File: config.mk
export PLATFORM = sky130hd
export DESIGN_NAME = lif_step_scheduler
export DESIGN_NICKNAME = d
export VERILOG_FILES = /design/src/rtl/lif_pkg.sv /design/src/rtl/lif_update.sv /design/src/rtl/lif_step_scheduler.sv
export SDC_FILE = /design/constraint.sdc
export NUM_CORES = 2
export LEC_CHECK = 0
export BUFFER_PORTS_ARGS = -buffer_cell sky130_fd_sc_hd__buf_2
export CAP_MARGIN = 10
export CORE_MARGIN = 5
export CORE_UTILIZATION = 37
export CTS_CLUSTER_SIZE = 25
export DETAILED_ROUTE_END_ITERATION = 10
export GPL_TIMING_DRIVEN = 0
export PLACE_DENSITY_LB_ADDON = 0.15
export RECOVER_POWER = 50
export SYNTH_ARGS = -nofsm -noshare
export SYNTH_HDL_FRONTEND = slang
export SYNTH_SLANG_ARGS = --single-unit
File: constraint.sdc
create_clock -name clk -period 25.3 [get_ports clk]
set_clock_uncertainty 0.2 [all_clocks]
set_input_delay 1.265 -clock clk [delete_from_list [all_inputs] [get_ports clk]]
set_output_delay 1.265 -clock clk [all_outputs]
set_load 0.05 [all_outputs]
File: src/rtl/lif_pkg.sv
// Shared types and constants for the time-multiplexed LIF step scheduler.
// Latency: n/a (declarations only).
// Backpressure: n/a.
package lif_pkg;

  // Default datapath width for potential, current, threshold and leak.
  localparam int LIF_WIDTH = 16;

  // Leak factor is a Q0.16 fraction; the product is shifted down by this.
  localparam int Q_SHIFT = 16;

  // Saturation ceiling for the default width.
  localparam logic [LIF_WIDTH-1:0] SAT_MAX = {LIF_WIDTH{1'b1}};

  typedef enum logic [1:0] {
    ST_IDLE = 2'd0,
    ST_RUN  = 2'd1,
    ST_DONE = 2'd2
  } state_t;

endpackage

File: src/rtl/lif_update.sv
// Combinational LIF neuron update: leak, integrate, saturate, threshold compare.
// Latency: 0 cycles (pure combinational).
// Backpressure: none; the caller decides whether to commit v_next.
//
// Ports: v/cur = present potential and input current; leak_factor (Q0.16),
// threshold, reset_potential = step config; v_next/fire = update result.
// Optional macro LIF_REFRACTORY_EN adds refrac_active: when high the neuron
// keeps v unchanged and cannot fire.
module lif_update
  import lif_pkg::*;
#(
  parameter int WIDTH = LIF_WIDTH
) (
  input  logic [WIDTH-1:0] v,
  input  logic [WIDTH-1:0] cur,
  input  logic [WIDTH-1:0] leak_factor,
  input  logic [WIDTH-1:0] threshold,
  input  logic [WIDTH-1:0] reset_potential,
`ifdef LIF_REFRACTORY_EN
  input  logic             refrac_active,
`endif
  output logic [WIDTH-1:0] v_next,
  output logic             fire
);

  logic [2*WIDTH-1:0] prod;
  logic [WIDTH-1:0]   leak;
  logic [WIDTH:0]     sum;
  logic [WIDTH-1:0]   sat;
  logic               fire_raw;

  always_comb begin
    prod = {{WIDTH{1'b0}}, v} * {{WIDTH{1'b0}}, leak_factor};
    leak = WIDTH'(prod >> Q_SHIFT);
    // leak <= v always, so the subtraction never wraps; the extra bit
    // only catches overflow from adding the current.
    sum  = {1'b0, v} - {1'b0, leak} + {1'b0, cur};
    sat  = sum[WIDTH] ? {WIDTH{1'b1}} : sum[WIDTH-1:0];
    fire_raw = (sat >= threshold);
  end

`ifdef LIF_REFRACTORY_EN
  always_comb begin
    v_next = fire_raw ? reset_potential : sat;
    fire   = fire_raw;
    if (refrac_active) begin
      v_next = v;
      fire   = 1'b0;
    end
  end
`else
  always_comb begin
    v_next = fire_raw ? reset_potential : sat;
    fire   = fire_raw;
  end
`endif

endmodule

File: src/rtl/lif_step_scheduler.sv
// Scans N_NEURONS through one shared LIF datapath per step, queuing spike IDs.
// Latency: accept + one neuron per cycle + one DONE cycle (N+1 cycles to step_done).
// Backpressure: scan stalls on a firing neuron while the spike FIFO is full and not popping.
//
// Ports: clk, reset (async active-low); step_start/step_busy/step_done control
// a step; leak_factor/threshold/reset_potential latched at accept;
// cur_wr_en/addr/data write persistent input currents; spike_valid/ready/id
// is the FIFO head. Optional macro LIF_REFRACTORY_EN adds per-neuron
// refractory counters loaded with REFRAC_STEPS on fire.
module lif_step_scheduler
  import lif_pkg::*;
#(
  parameter int N_NEURONS  = 16,
  parameter int WIDTH      = LIF_WIDTH,
  parameter int FIFO_DEPTH = 4
`ifdef LIF_REFRACTORY_EN
  , parameter int REFRAC_STEPS = 2
`endif
) (
  input  logic                                      clk,
  input  logic                                      reset,
  input  logic                                      step_start,
  input  logic [WIDTH-1:0]                          leak_factor,
  input  logic [WIDTH-1:0]                          threshold,
  input  logic [WIDTH-1:0]                          reset_potential,
  input  logic                                      cur_wr_en,
  input  logic [((N_NEURONS > 1) ? $clog2(N_NEURONS) : 1)-1:0] cur_wr_addr,
  input  logic [WIDTH-1:0]                          cur_wr_data,
  output logic                                      step_busy,
  output logic                                      step_done,
  output logic                                      spike_valid,
  input  logic                                      spike_ready,
  output logic [((N_NEURONS > 1) ? $clog2(N_NEURONS) : 1)-1:0] spike_id
);

  localparam int IDW = (N_NEURONS > 1) ? $clog2(N_NEURONS) : 1;
  localparam int PW  = (FIFO_DEPTH > 1) ? $clog2(FIFO_DEPTH) : 1;

  state_t             state_q;
  logic [IDW-1:0]     idx_q;
  logic [WIDTH-1:0]   lf_q, thr_q, rp_q;
  logic [WIDTH-1:0]   v_q   [N_NEURONS];
  logic [WIDTH-1:0]   cur_q [N_NEURONS];
  logic [IDW-1:0]     fifo_q [FIFO_DEPTH];
  logic [PW-1:0]      wr_ptr_q, rd_ptr_q;
  logic [PW:0]        cnt_q;

  logic [WIDTH-1:0]   v_next;
  logic               fire;
  logic               in_run, fifo_full, pop, stall, advance, push, last;

`ifdef LIF_REFRACTORY_EN
  localparam int RW = $clog2(REFRAC_STEPS + 1);
  logic [RW-1:0] refrac_q [N_NEURONS];
  logic          refrac_active;
  assign refrac_active = (refrac_q[idx_q] != '0);
`endif

  lif_update #(.WIDTH(WIDTH)) u_update (
    .v               (v_q[idx_q]),
    .cur             (cur_q[idx_q]),
    .leak_factor     (lf_q),
    .threshold       (thr_q),
    .reset_potential (rp_q),
`ifdef LIF_REFRACTORY_EN
    .refrac_active   (refrac_active),
`endif
    .v_next          (v_next),
    .fire            (fire)
  );

  assign in_run      = (state_q == ST_RUN);
  assign spike_valid = (cnt_q != '0);
  assign fifo_full   = (cnt_q == (PW+1)'(FIFO_DEPTH));
  assign pop         = spike_valid & spike_ready;
  // A pop in the same cycle frees a slot, so it clears the stall.
  assign stall       = in_run & fire & fifo_full & ~pop;
  assign advance     = in_run & ~stall;
  assign push        = advance & fire;
  assign last        = (idx_q == IDW'(N_NEURONS - 1));

  assign step_busy = (state_q != ST_IDLE);
  assign step_done = (state_q == ST_DONE);
  assign spike_id  = fifo_q[rd_ptr_q];

  always_ff @(posedge clk or negedge reset) begin
    if (!reset) begin
      state_q <= ST_IDLE;
      idx_q   <= '0;
      lf_q    <= '0;
      thr_q   <= '0;
      rp_q    <= '0;
    end else begin
      case (state_q)
        ST_IDLE: if (step_start) begin
          lf_q    <= leak_factor;
          thr_q   <= threshold;
          rp_q    <= reset_potential;
          idx_q   <= '0;
          state_q <= ST_RUN;
        end
        ST_RUN: if (advance) begin
          if (last) state_q <= ST_DONE;
          else      idx_q   <= idx_q + 1'b1;
        end
        default: state_q <= ST_IDLE;
      endcase
    end
  end

  // Potential writeback; skipped while stalled.
  always_ff @(posedge clk or negedge reset) begin
    if (!reset) begin
      for (int i = 0; i < N_NEURONS; i++) v_q[i] <= '0;
    end else if (advance) begin
      v_q[idx_q] <= v_next;
    end
  end

  // The update combinationally reads the pre-edge current, so a write to the
  // neuron being updated takes effect on the next step.
  always_ff @(posedge clk or negedge reset) begin
    if (!reset) begin
      for (int i = 0; i < N_NEURONS; i++) cur_q[i] <= '0;
    end else if (cur_wr_en) begin
      cur_q[cur_wr_addr] <= cur_wr_data;
    end
  end

`ifdef LIF_REFRACTORY_EN
  always_ff @(posedge clk or negedge reset) begin
    if (!reset) begin
      for (int i = 0; i < N_NEURONS; i++) refrac_q[i] <= '0;
    end else if (advance) begin
      if (fire)               refrac_q[idx_q] <= RW'(REFRAC_STEPS);
      else if (refrac_active) refrac_q[idx_q] <= refrac_q[idx_q] - 1'b1;
    end
  end
`endif

  // Spike FIFO: circular buffer, pointer plus occupancy count.
  always_ff @(posedge clk or negedge reset) begin
    if (!reset) begin
      for (int i = 0; i < FIFO_DEPTH; i++) fifo_q[i] <= '0;
      wr_ptr_q <= '0;
      rd_ptr_q <= '0;
      cnt_q    <= '0;
    end else begin
      if (push) begin
        fifo_q[wr_ptr_q] <= idx_q;
        wr_ptr_q         <= wr_ptr_q + 1'b1;
      end
      if (pop) rd_ptr_q <= rd_ptr_q + 1'b1;
      case ({push, pop})
        2'b10:   cnt_q <= cnt_q + 1'b1;
        2'b01:   cnt_q <= cnt_q - 1'b1;
        default: cnt_q <= cnt_q;
      endcase
    end
  end

endmodule

==> reports/qor.txt <==
Final hold viol count -> 0
Met2 Routed Length -> 49500 um
Die height -> 323 um
Largest net degree at the start of global routing -> 124
Sequential element share of the synthesized area -> 40.8%
CTS sink count -> 589
Hpwl dp -> 74400 um
Post-route DRC -> 0
Wire length on met3 -> 3540 um
Vias -> 22600
Dpl cells -> 4139
Mapped cell area -> 0.0361 sq mm
Hold Crit Endpoint -> cnt_q[2]$_DFFE_PN0P_
FP Rows -> 114
Final setup violation count -> 0
Min cycle time layout -> 17.03 ns
Total Wirelength -> 101000 um
Routed WL per cell -> 23.7 um
Slew margin rel. -> -334%
Main synth FF type -> dfrtp_1
Area leader, netlist -> dfrtp_1
Buf+Inv Stages, Crit Path -> 10
Setup TNS -> 0 ns
DIE AREA -> 0.104 sq mm
Net Count, Synth -> 3206
Max FO, Critical Path -> 10
Mapped Cells -> 2780
R2R Path End -> v_q[91]$_DFFE_PN0P_
Vias/cell -> 5.30
Slowest CP cell -> clkbuf_1
CTS max path bufs -> 3
FF+latch count, synth -> 589
Drt first pass iters -> 5
Top layer in use -> met4
Violated checks -> max-capacitance violations, max-slew violations
CTS tree -> yes
Synthesis-to-finish area growth -> 11.6%
Antenna violations before repair -> 1
Final worst setup slack -> 8.27 ns
Vias in the first global route -> 24900
Clock latency on the worst-skew pair -> 0.61 ns
Layout cell share with drive strength beyond 1 -> 31.3%
Die Width -> 323 um
Clock slew at reported path FFs -> 0.06 ns
Root buffer cell -> clkbuf_16
Antenna Violating Nets Remaining -> 0
Layout Cells excl Fill -> 4262
Count of cell types in the netlist -> 67
Setup CP Type -> reg2reg
Pre-CTS WS -> 8.20 ns
Commonest non-fill, non-tap cells in the layout -> dfrtp_1 (589), mux2_2 (576), inv_1 (312), fa_1 (210), nand2_1 (180)
Worst path top cell family by delay -> adder cells
CP Capture Type -> flop
Fillers -> 9037
Post-synth top area share -> 40.8%
Placer Congestion -> 0.826
NumNets Final -> 3359
Total gr overflow -> 0
Outcome -> finished with violations
Hold Path Origin -> cnt_q[2]$_DFFE_PN0P_
Gr usage total -> 19.8%
RSZ-0062 raised after global routing -> no
Critical Path RT -> 25.58 ns
R2R depth -> 46
Period utilisation layout -> 67.3%
CTS Hold Bufs -> 0
Post-synth EDFFs -> 0
Reg-to-reg slack, setup -> 8.27 ns
CTS resizes -> 0
Max incr delay on CP -> 0.88 ns
Synth area leaders -> dfrtp_1 (41%), mux2_2 (18%), fa_1 (12%)
Max-cap violations -> 6
Commonest non-fill, non-tap cell in the layout -> dfrtp_1
Mean Syn Cell Area -> 13.0 sq um
Port bufs -> 77
Post-CTS setup buffers -> 0
Slew @ Worst Pin -> 6.52 ns
DRT iter0 DRCs -> 1401
Wire length on met1 -> 46000 um
Syn. warnings -> 0
Hold WC Path Type -> reg2reg
CP Launch Type -> flop
Htree depth -> 3
FF-to-FF Start -> idx_q[3]$_DFFE_PN0P_
Initial Utilization -> 37.3%
First-pass GRT wire length -> 156000 um
I/O pin count -> 80
CTS buffer count -> 67
Hold Path Depth -> 1
Ys async rst share -> 100%
Core area -> 0.0969 sq mm
Fmax -> 0.0587 GHz
Worst EP arrival -> 17.31 ns
Max Slew Vio Count -> 600
==> cell type report <==
cell class	instances	area, sq um	share of cell area (%)
antenna	2	5.00	0.0124
buffer	161	618	1.53
clock buffer	103	2000	4.97
clock inverter	17	151	0.375
inverter	314	1180	2.92
multi-input combinational	1716	19600	48.6
sequential	589	14700	36.5
tap	1276	1600	3.96
timing repair buffer	84	444	1.10
==> logic make-up after synthesis <==
| logic type | after synthesis | share of synthesized area, % |
|---|---|---|
| buf+inv | 475 | 4.97 |
| flops | 589 | 40.8 |
| xor+xnor | 32 | 0.776 |
| mux | 746 | 28.1 |
| compound gates | 141 | 2.63 |
| simple gates | 444 | 6.17 |
| fa+ha+maj | 353 | 16.6 |
==> per-layer routing <==
layer	global-route usage [%]	vias up
li1	-	9859
met3	2.10	117
met5	0	-
met2	33.1	454
met4	4.86	0
met1	27.9	12200
==> cell usage after synthesis (7+ instances only) <==
cell type and number:
nand2b_1 9, clkbuf_1 132, nor2_1 41, dfrtp_1 589
a21oi_1 28, inv_1 312, nand3_1 17, mux2_2 576
xnor2_1 19, xor2_1 13, mux2i_1 13, nand2_1 180
or3_1 7, nor2b_1 15, buf_1 23, o21ai_0 35
and2_1 120, ha_1 143, fa_1 210, nand4_1 23
o21bai_1 7, mux4_2 157, a21o_1 20
==> worst max path at each step <==
stage,startpoint,to,slack (ns),cells past startpoint
floorplan,idx_q[0]$_DFFE_PN0P_,cnt_q[2]$_DFFE_PN0P_,12.05,50
global placement,idx_q[0]$_DFFE_PN0P_,cnt_q[2]$_DFFE_PN0P_,7.88,51
detailed placement,idx_q[3]$_DFFE_PN0P_,v_q[91]$_DFFE_PN0P_,8.20,46
CTS,idx_q[3]$_DFFE_PN0P_,v_q[91]$_DFFE_PN0P_,8.14,46
global route,idx_q[3]$_DFFE_PN0P_,cnt_q[2]$_DFFE_PN0P_,7.34,51
finish,idx_q[3]$_DFFE_PN0P_,v_q[91]$_DFFE_PN0P_,8.27,46
==> stage by stage <==
| step | hold WS [ns] | utilization [%] | area [sq um] |
|---|---|---|---|
| after global placement | 0.267 | 39.4 | 38100 |
| after floorplan | 0.247 | - | 36100 |
| after global routing | 0.309 | 41.7 | 40300 |
| after CTS | 0.295 | 41.8 | 40500 |
| after detailed placement | 0.281 | 39.5 | 38300 |
| final | 0.286 | 41.7 | 40300 |
==> registers in the layout, summed over array words and instances (netlist names) <==
signal	cells
fifo_q	16
rd_ptr_q	2
rp_q	16
state_q	2
thr_q	16
idx_q	4
cnt_q	3
lf_q	16
wr_ptr_q	2
v_q	256
cur_q	256
==> worst register-to-register path, delay by kind of cell, from the launching register on <==
family / cells / cell delay, ns
compound gates: 15 / 4.22
flops: 1 / 0.49
fa+ha+maj: 10 / 4.39
buf+inv: 10 / 4.40
mux: 2 / 1.06
xor+xnor: 1 / 0.25
simple gates: 8 / 1.93
Power is not shown: default switching activity piles up to over one toggle a cycle in this logic, so the estimate is an artifact.
